**src/rtl/usb_slave_line_state_monitor_pkg.sv**
```systemverilog
// Shared encodings and default timing constants for the USB slave line-state monitor.
package usb_line_pkg;

    // Line state as {D+, D-}. The FS names are used; LS swaps the meaning of J and K.
    typedef enum logic [1:0] {
        LINE_SE0  = 2'b00,
        LINE_FS_K = 2'b01,
        LINE_FS_J = 2'b10,
        LINE_SE1  = 2'b11
    } lineState_t;

    // Connect state as presented downstream; 2'b11 is never produced.
    typedef enum logic [1:0] {
        DISCONNECT = 2'b00,
        LS_CONNECT = 2'b01,
        FS_CONNECT = 2'b10
    } connectState_t;

    // 2.5 us and 10 us at 48 MHz.
    localparam int DEF_CONNECT_WAIT = 120;
    localparam int DEF_RESUME_WAIT  = 480;
    localparam int DEF_CNT_W        = 16;

    // Resume signalling is a K state, whose wire encoding depends on the connect speed.
    function automatic logic [1:0] kLineOf(input connectState_t speed);
        logic [1:0] kLine;
        kLine = (speed == LS_CONNECT) ? LINE_FS_J : LINE_FS_K;
        return kLine;
    endfunction

endpackage

```
**src/rtl/usb_slave_line_state_monitor_if.sv**
```systemverilog
// Line-side inputs and status outputs of the line-state monitor, grouped as one bundle.
interface usb_slave_line_state_monitor_if;
    import usb_line_pkg::*;

    logic [1:0] rx_bits;
    logic       monitor_en;
    logic [1:0] connect_state;
    logic       resume_detected;
    logic [1:0] line_state;

    // Driver side: supplies the synchronised line and the enable, observes status.
    modport master (
        output rx_bits,
        output monitor_en,
        input  connect_state,
        input  resume_detected,
        input  line_state
    );

    // Monitor side.
    modport slave (
        input  rx_bits,
        input  monitor_en,
        output connect_state,
        output resume_detected,
        output line_state
    );

endinterface

```
**src/rtl/usb_slave_line_state_monitor_counter.sv**
```systemverilog
// Registers the line state and counts how many consecutive edges it has kept the same value.
module usb_line_stability_counter #(
    parameter int CNT_W = 16
) (
    input  logic             clk,
    input  logic             rst_n,
    input  logic             enable,
    input  logic [1:0]       rxBits,
    output logic [1:0]       lineState,
    output logic [CNT_W-1:0] cnt
);
    import usb_line_pkg::*;

    logic [1:0]       lineStateReg;
    logic [CNT_W-1:0] cntReg;

    // Sample the line every edge; restart the run on any change, saturate rather than wrap
    // so a long-held level can never re-hit a threshold.
    always_ff @(posedge clk or negedge rst_n) begin
        if (!rst_n) begin
            lineStateReg <= LINE_SE0;
            cntReg       <= '0;
        end else begin
            lineStateReg <= rxBits;
            if (!enable) begin
                cntReg <= '0;
            end else if (rxBits != lineStateReg) begin
                cntReg <= CNT_W'(1);
            end else if (cntReg != '1) begin
                cntReg <= cntReg + CNT_W'(1);
            end
        end
    end

    assign lineState = lineStateReg;
    assign cnt       = cntReg;

endmodule

```
**src/rtl/usb_slave_line_state_monitor.sv**
```systemverilog
// Debounces the USB line into a connect state and a level resume-detect flag.
module usb_slave_line_state_monitor #(
    parameter int CONNECT_WAIT = usb_line_pkg::DEF_CONNECT_WAIT,
    parameter int RESUME_WAIT  = usb_line_pkg::DEF_RESUME_WAIT,
    parameter int CNT_W        = usb_line_pkg::DEF_CNT_W
) (
    input  logic                          clk,
    input  logic                          rst_n,
    usb_slave_line_state_monitor_if.slave bus
);
    import usb_line_pkg::*;

    logic [1:0]       lineState;
    logic [CNT_W-1:0] cnt;

    connectState_t stateReg;
    connectState_t stateNext;
    logic          resumeReg;
    logic          resumeNext;

    logic          connectStable;
    logic          resumeStable;
    logic [1:0]    kLine;

    usb_line_stability_counter #(
        .CNT_W (CNT_W)
    ) u_counter (
        .clk       (clk),
        .rst_n     (rst_n),
        .enable    (bus.monitor_en),
        .rxBits    (bus.rx_bits),
        .lineState (lineState),
        .cnt       (cnt)
    );

    // Equality (not >=) makes each threshold fire exactly once per stable run.
    assign connectStable = (cnt == CNT_W'(CONNECT_WAIT));
    assign resumeStable  = (cnt == CNT_W'(RESUME_WAIT));

    // State and resume flag registers; reset drops both immediately.
    always_ff @(posedge clk or negedge rst_n) begin
        if (!rst_n) begin
            stateReg  <= DISCONNECT;
            resumeReg <= 1'b0;
        end else begin
            stateReg  <= stateNext;
            resumeReg <= resumeNext;
        end
    end

    // Next-state and resume decisions from the debounced line; frozen while disabled.
    always_comb begin
        stateNext  = stateReg;
        resumeNext = resumeReg;
        kLine      = kLineOf(stateReg);
        if (bus.monitor_en) begin
            case (stateReg)
                DISCONNECT: begin
                    resumeNext = 1'b0;
                    if (connectStable && lineState == LINE_FS_J) begin
                        stateNext = FS_CONNECT;
                    end else if (connectStable && lineState == LINE_FS_K) begin
                        stateNext = LS_CONNECT;
                    end
                end
                FS_CONNECT, LS_CONNECT: begin
                    // SE0 (bus reset / detach) wins over anything resume-related.
                    if (connectStable && lineState == LINE_SE0) begin
                        stateNext  = DISCONNECT;
                        resumeNext = 1'b0;
                    end else if (lineState != kLine) begin
                        resumeNext = 1'b0;
                    end else if (resumeStable) begin
                        resumeNext = 1'b1;
                    end
                end
                default: begin
                    stateNext  = DISCONNECT;
                    resumeNext = 1'b0;
                end
            endcase
        end
    end

    assign bus.connect_state   = stateReg;
    assign bus.resume_detected = resumeReg;
    assign bus.line_state      = lineState;

endmodule

```
**src/flat_wrapper.sv**
```systemverilog
// flat-port wrapper written by rule: the top's interface ports become plain ports
module usb_slave_line_state_monitor_flat import usb_line_pkg::*;
#(
    parameter int CONNECT_WAIT = usb_line_pkg::DEF_CONNECT_WAIT,
    parameter int RESUME_WAIT  = usb_line_pkg::DEF_RESUME_WAIT,
    parameter int CNT_W        = usb_line_pkg::DEF_CNT_W
)
  (clk, rst_n, bus_rx_bits, bus_monitor_en, bus_connect_state, bus_resume_detected, bus_line_state);
  usb_slave_line_state_monitor_if bus_i ();
  input  logic clk;
  input  logic rst_n;
  input wire logic [$bits(bus_i.rx_bits)-1:0] bus_rx_bits;
  input wire logic [$bits(bus_i.monitor_en)-1:0] bus_monitor_en;
  output wire logic [$bits(bus_i.connect_state)-1:0] bus_connect_state;
  output wire logic [$bits(bus_i.resume_detected)-1:0] bus_resume_detected;
  output wire logic [$bits(bus_i.line_state)-1:0] bus_line_state;
  assign bus_i.rx_bits = bus_rx_bits;
  assign bus_i.monitor_en = bus_monitor_en;
  assign bus_connect_state = bus_i.connect_state;
  assign bus_resume_detected = bus_i.resume_detected;
  assign bus_line_state = bus_i.line_state;
  usb_slave_line_state_monitor #(.CONNECT_WAIT(CONNECT_WAIT), .RESUME_WAIT(RESUME_WAIT), .CNT_W(CNT_W)) u_core (.clk(clk), .rst_n(rst_n), .bus(bus_i));
endmodule
```
**config.mk**
```make
export PLATFORM = sky130hd
export DESIGN_NAME = usb_slave_line_state_monitor_flat
export DESIGN_NICKNAME = d
export VERILOG_FILES = /design/src/rtl/usb_slave_line_state_monitor_pkg.sv /design/src/rtl/usb_slave_line_state_monitor_if.sv /design/src/rtl/usb_slave_line_state_monitor_counter.sv /design/src/rtl/usb_slave_line_state_monitor.sv /design/src/flat_wrapper.sv
export SDC_FILE = /design/constraint.sdc
export NUM_CORES = 1
export LEC_CHECK = 0
export CELL_PAD_IN_SITES_DETAIL_PLACEMENT = 1
export CELL_PAD_IN_SITES_GLOBAL_PLACEMENT = 2
export CORE_MARGIN = 5
export CORE_UTILIZATION = 41
export CTS_BUF_LIST = sky130_fd_sc_hd__clkbuf_2 sky130_fd_sc_hd__clkbuf_4 sky130_fd_sc_hd__clkbuf_8
export CTS_CLUSTER_DIAMETER = 80
export DETAILED_ROUTE_END_ITERATION = 6
export PLACE_DENSITY_LB_ADDON = 0.08
export SKIP_LAST_GASP = 1
export SYNTH_ARGS = -nofsm -noshare
export SYNTH_HDL_FRONTEND = slang
export SYNTH_SLANG_ARGS = --single-unit
```
**constraint.sdc**
```tcl
create_clock -name clk -period 4.6 [get_ports clk]
set_clock_uncertainty 0.2 [all_clocks]
set_input_delay 0.69 -clock clk [delete_from_list [all_inputs] [get_ports clk]]
set_output_delay 0.69 -clock clk [all_outputs]
set_load 0.02 [all_outputs]
```
# Word-level counts from Yosys, hierarchy flattened
# Index checks and enable logic that the tools add are counted.
dict set report word_totals {
  regBits 21
  out_inout_bits 5
}
dict set report classes {
  add_sub_neg 1
  eq_ne 13
  n_mux 12
  reduce_logical 8
}
# cell count
set op_table {}
lappend op_table {{$mux W16} 3}
lappend op_table {{$add A16 B1 Y16 const B} 1}
lappend op_table {{$eq A16 B7 Y1 const B} 1}
lappend op_table {{$eq A16 B9 Y1 const B} 1}
lappend op_table {{$ne A16 B16 Y1 const B} 1}
lappend op_table {{$mux W2} 4}
lappend op_table {{$ne A3 B1 Y1 const B} 2}
lappend op_table {{$eq A2 B1 Y1 const B} 2}
lappend op_table {{$eq A2 B2 Y1 const B} 2}
lappend op_table {{$logic_not A2 Y1} 2}
lappend op_table {{$mux W1} 4}
lappend op_table {{$ne A2 B2 Y1} 2}
lappend op_table {{$ne A4 B1 Y1 const B} 1}
lappend op_table {{$pmux W2 S2} 1}
lappend op_table {{$logic_and A1 B1 Y1} 3}
lappend op_table {{$reduce_and A3 Y1} 1}
lappend op_table {{$ne A2 B1 Y1 const B} 1}
lappend op_table {{$reduce_and A2 Y1} 1}
lappend op_table {{$reduce_or A2 Y1} 1}

# Depth between registers and ports, before layout
dict set report depth {
  word_depth 6
  depth_mapped 6
  mapped_depth_nobuf 6
}

# Modules after synthesis
# From an unflattened synthesis, not the netlist that was laid out.
dict set report unflattened {
  hier_cells 149
  area_unflattened_um2 1325.0
}
# mod instances cells_each area_per_inst_um2 seq_area_each_um2
set modules_own_cells {}
lappend modules_own_cells {usb_line_stability_counter 1 108 996.0 450.4}
lappend modules_own_cells {usb_slave_line_state_monitor 1 41 329.1 75.1}

# Worst setup path after synthesis
# OpenSTA, ideal clock, no wires.
dict set report synth_path {
  path_kind {flip-flop to flip-flop}
  start {reg u_core.stateReg[0] (netlist: u_core.bus.connect_state[0])}
  end {reg u_core.stateReg[0] (netlist: u_core.bus.connect_state[0])}
  setup_ns 0.069
  arrival_ns 1.688
  setup_slack_ns 2.643
  stages_incl_launch_ff 7
  n_path_buf 0
  synth_period_minus_slack_ns 1.957
  cell_sequence {dfrtp_1 > inv_1 > ha_1 > nand2b_1 > or2_2 > a211o_1 > nand3_1}
}
dict set report synth_between {
  elab_chain_cells 4
}
# element line_no
set synth_rtl {}
lappend synth_rtl {{from (decl)} usb_slave_line_state_monitor.sv:16} ;# connectState_t stateReg;
lappend synth_rtl {{from (signal assigned)} usb_slave_line_state_monitor.sv:46} ;# stateReg <= stateNext;
lappend synth_rtl {{$eq A2 B2 Y1 or $eq A2 B1 Y1 (tied branches)} usb_slave_line_state_monitor.sv:57} ;# case (stateReg)
lappend synth_rtl {{$reduce_or A2 Y1} usb_slave_line_state_monitor.sv:57}
lappend synth_rtl {{$ne A2 B1 Y1 (no source line)} -}
lappend synth_rtl {{$reduce_and A3 Y1 (no source line)} -}
# Parallel ways exist; a longest one is shown, timed or not.
# A chain may end at the register's enable or synchronous reset.

# Worst setup path in the final report
dict set report layout_path {
  start {in bus_rx_bits[1]}
  end {reg u_core.u_counter.cntReg[8] (netlist: u_core.u_counter.cnt[8])}
}
dict set report layout_between {
  elab_chain_cells 3
}
# element line_no
set layout_rtl {}
lappend layout_rtl {{from (decl)} flat_wrapper.sv:12} ;# input wire logic [$bits(bus_i.rx_bits)-1:0] bus_rx_bits;
lappend layout_rtl {{$ne A2 B2 Y1 *} usb_slave_line_state_monitor_counter.sv:27} ;# end else if (rxBits != lineStateReg) begin
lappend layout_rtl {{$mux W16} usb_slave_line_state_monitor_counter.sv:27}
lappend layout_rtl {{$mux W16} usb_slave_line_state_monitor_counter.sv:25} ;# if (!enable) begin
lappend layout_rtl {{to (signal assigned)} usb_slave_line_state_monitor_counter.sv:30} ;# cntReg <= cntReg + CNT_W'(1);
lappend layout_rtl {{to (decl)} usb_slave_line_state_monitor_counter.sv:15} ;# logic [CNT_W-1:0] cntReg;
# Every way passes the cells marked *; elsewhere a longest branch is shown, timed or not.

==> results by group <==
Synth
  – Syn nets: approximately 150
  – Post-synthesis sequential area ratio: between 30% and 40%
  – Mapped Area: roughly 0.0013 mm^2
  – Post-synthesis cell type count: 40
  – Seq cells post-synth: 21
  – Largest area contributor in the netlist: dfrtp_1
  – Synth Area in XOR/XNOR: between 1.5 and 2%
  – Dominant cells by area after synthesis: dfrtp_1, ha_1, nand3_1
  – Synth top area share: 40.0%
  – Mux cell area share after synthesis: 2.28%
  – Synth Area in Compound Gates: 13.6%
  – Main combinational cell family by area after synthesis: simple AND/OR/NAND/NOR gates
  – Synthesized area per cell: ~9.4 um^2
  – Post-Synthesis Cells: 140
  – Ys Warns: 0
  – Synth Area in Simple Gates: 33.5%
  – Synth Area in Adders: around 3.8%

Worst hold path
  – Hold-critical path endpoint: u_core.bus.resume_detected
  – Worst hold path depth: 2
  – Min-delay worst type: flop to flop
  – Hold_sp: u_core.bus.resume_detected

Critical path
  – Buffer and inverter count on the worst path: 1
  – Max stage delay cell, worst path: or4_1
  – Crit path cell chain: clkdlybuf4s50_1 > xnor2_1 > nand3_1 > or4_1 > o21ai_0
  – CP top delay family: simple AND/OR/NAND/NOR gates
  – Worst R2R Path Depth: 5
  – R2R Path End: u_core.u_counter.cnt[0]
  – CP arrival: ~2.6 ns
  – Setup slack, reg-to-reg: approximately 2.4 ns
  – Max Fanout on Critical Path: 14
  – CP startpoint: bus_rx_bits[1]
  – Crit path capture type: flop
  – CP required: ~4.6 ns
  – Startpoint types: primary input
  – Worst r2r src: u_core.u_counter.cnt[1]
  – CP max stage delay: about 0.64 ns
  – WS Path Type: primary input to flop

Power and ir drop
  – Clock network fraction of total power: roughly a quarter
  – Leak: 0.605 nW
  – P_sw: roughly 140 uW
  – Worst IR drop on VDD: roughly 0.14 mV
  – Power Dens Cells: 294 mW/mm^2
  – Sw frac: roughly a third
  – Pint: 289 uW
  – Gate power share: approximately 27%
  – Sequential power share: 49.0%

Cells and area
  – Synth-to-Final Area Change: 11.3%
  – Fraction of layout cells with a size suffix above 1: 8.72%
  – # fillers: between 300 and 400
  – Fin util: 48.0%
  – Post-Layout Cell Count: about 190
  – Total Nets Final: about 160
  – Antenna cell count: 0

CTS
  – Clock latency at the later pin of the worst-skew pair: just over 0.3 ns
  – TritonCTS Buffers: 3
  – Clock Root Buffer: clkbuf_4
  – Max clock buf depth: 2
  – CTS tree: yes
  – CTS sink cnt: 21
  – Reg clk slew, reported paths: between 0.1 and 0.15 ns
  – Htree depth: 1
  – Post-CTS setup buffers: 0
  – CTS resizes: 0
  – Hold buffer count at CTS: 0

Routing
  – Pre-antenna DRT Iters: 4
  – Post-Route WL: roughly 3200 um
  – DR iter-0 viols: 126
  – Remaining antenna violation count: 0
  – Via count: 1,134
  – DR vias/cell: approximately 5.9
  – WL/cell: 16.4 um
  – # DRC: 0

Floorplan
  – Initial core utilization: a little over two fifths
  – Die width: 66.6 um
  – Num rows: 20
  – Core area: about 0.003 mm^2
  – Die height: roughly 67 um
  – Io pins: 10
  – Die area: about 0.0044 mm^2

Place
  – Port Buffers: 9
  – Placed insts: 189
  – GP Congestion: around 0.80
  – Setup slack at placement: between 1.5 and 2 ns
  – Post-DP HPWL: 2360 um

Global routing
  – Total GRT Usage: approximately 16%
  – Initial antenna violation count: 0
  – Pin count of the biggest net entering global routing: 22
  – Vias in the first global route: about 1,200
  – GRT Residual Overflow: 0
  – Global-route wire length before repair: between 5000 and 6000 um

STA
  – RSZ-0062 raised after global routing: false
  – Final-report setup violation count: 0
  – Final Hold Fails: 0
  – Pins Over Slew Limit: 0
  – Slew HR: 33.7%
  – TNS Setup: 0 ns
  – Final WS setup: approximately 2.1 ns
  – Shortest period the worst path allows: roughly 2.5 ns
  – Worst slew pin tran: 0.992 ns
  – Max Freq: approximately 400 MHz
  – Crit share post-route: a little over half

Outcome
  – Run status: finished, final reports clean

Flow run
  – # Max-Cap Violations: 0
-- worst max-delay path by stage --
stage / end / slack [ns] / cells after the start
4_1_cts: u_core.u_counter.cnt[8] / 2.06 / 5
3_3_place_gp: u_core.u_counter.cnt[8] / 1.82 / 5
3_5_place_dp: u_core.u_counter.cnt[8] / 1.73 / 5
5_1_grt: u_core.u_counter.cnt[8] / 1.93 / 5
6_report: u_core.u_counter.cnt[8] / 2.07 / 5
2_1_floorplan: u_core.bus.connect_state[0] / 2.64 / 6
-- power groups by stage --
stage | clock (mW) | sequential (mW) | combinational (mW)
global placement | 0 | 0.214 | 0.114
CTS | 0.105 | 0.211 | 0.118
global route | 0.115 | 0.214 | 0.130
finish | 0.102 | 0.211 | 0.118
floorplan | 0 | 0.222 | 0.0630
detailed placement | 0 | 0.214 | 0.119
-- sequential cells by signal, indices dropped and copies added, names as in the netlist --
register                    flops
u_core.bus.connect_state        2
u_core.bus.resume_detected      1
u_core.u_counter.cnt           16
u_core.u_counter.lineState      2
-- cell families (layout without fill, tap and decap cells) --
| logic type | count (synthesis) | in the layout |
|---|---|---|
| fa+ha+maj | 4 | 4 |
| simple gates | 68 | 68 |
| buf+inv | 14 | 23 |
| xor+xnor | 3 | 3 |
| flops | 21 | 21 |
| compound gates | 27 | 27 |
| mux | 3 | 3 |
-- worst reg2reg max path, delay by kind of cell (launching register included) --
kind                     cells  cell delay, ns
AO/OA/AOI/OAI                1            0.11
AND/OR/NAND/NOR              2            0.93
flip-flops                   1            0.41
XOR/XNOR                     1            0.20
adder cells (fa/ha/maj)      1            0.26
-- placed cells by master, fill, tap and decap left out, drive strengths merged, types with 2 or more instances in the layout --
cell / n
nand4: 7
or3: 4
o31ai: 2
xnor2: 3
nand3: 8
o211ai: 2
clkdlybuf4s50: 9
nor4: 8
and4: 2
inv: 10
nand2b: 4
ha: 4
or4: 3
mux2i: 3
nand2: 11
a31oi: 4
clkbuf: 4
a21oi: 6
nor2: 8
dfrtp: 21
o21ai: 6
and3: 2
nor3: 7
-- synthesized netlist by cell type --
cell type	count
buf_6	1
dfrtp_1	21
a21oi_1	6
o41a_1	1
nand4_4	1
nand2_1	10
nand2b_1	4
and4bb_2	1
and2_1	1
buf_4	1
nand2_4	1
or2_2	1
clkbuf_1	2
a211o_1	1
and3_1	2
nand4_1	5
mux2i_1	3
and4_1	2
o211a_1	1
a31oi_1	4
or3_1	4
nor3_1	7
nand3_1	8
nor4_4	1
xnor2_1	3
a21o_1	1
inv_1	10
o31ai_1	2
nor4_2	3
and4b_1	1
a41oi_1	1
o211ai_1	2
o31a_1	1
nand4_2	1
o21ai_0	6
nor2_1	8
nor4_1	4
a2bb2oi_1	1
ha_1	4
or4_1	3
-- per-layer routing --
metal  vias up  share of wire, %  global-route usage, %
met3         4               1.9                   2.19
met1       573                49                   22.9
li1        544                 -                      -
met5         -                 0                      0
met4         0               1.2                   4.57
met2        13                48                   26.2
-- cell type report --
class	count	area [um^2]	share of cell area (%)
Clock buffer	4	30.0	2.05
Inverter	10	37.5	2.56
Multi-Input combinational cell	105	726	49.6
Sequential cell	21	526	35.9
Tap cell	44	55.1	3.76
Timing Repair Buffer	9	90.1	6.15
-- stage by stage --
step / area [um^2] / total power, mW / hold WS (ns)
5_1_grt: 1460 / 0.459 / 0.453
4_1_cts: 1460 / 0.434 / 0.392
6_report: 1460 / 0.430 / 0.377
2_1_floorplan: 1320 / 0.285 / 0.194
3_5_place_dp: 1430 / 0.333 / 0.342
3_3_place_gp: 1430 / 0.328 / 0.343
No activity file was read; power rests on OpenSTA's default activity.
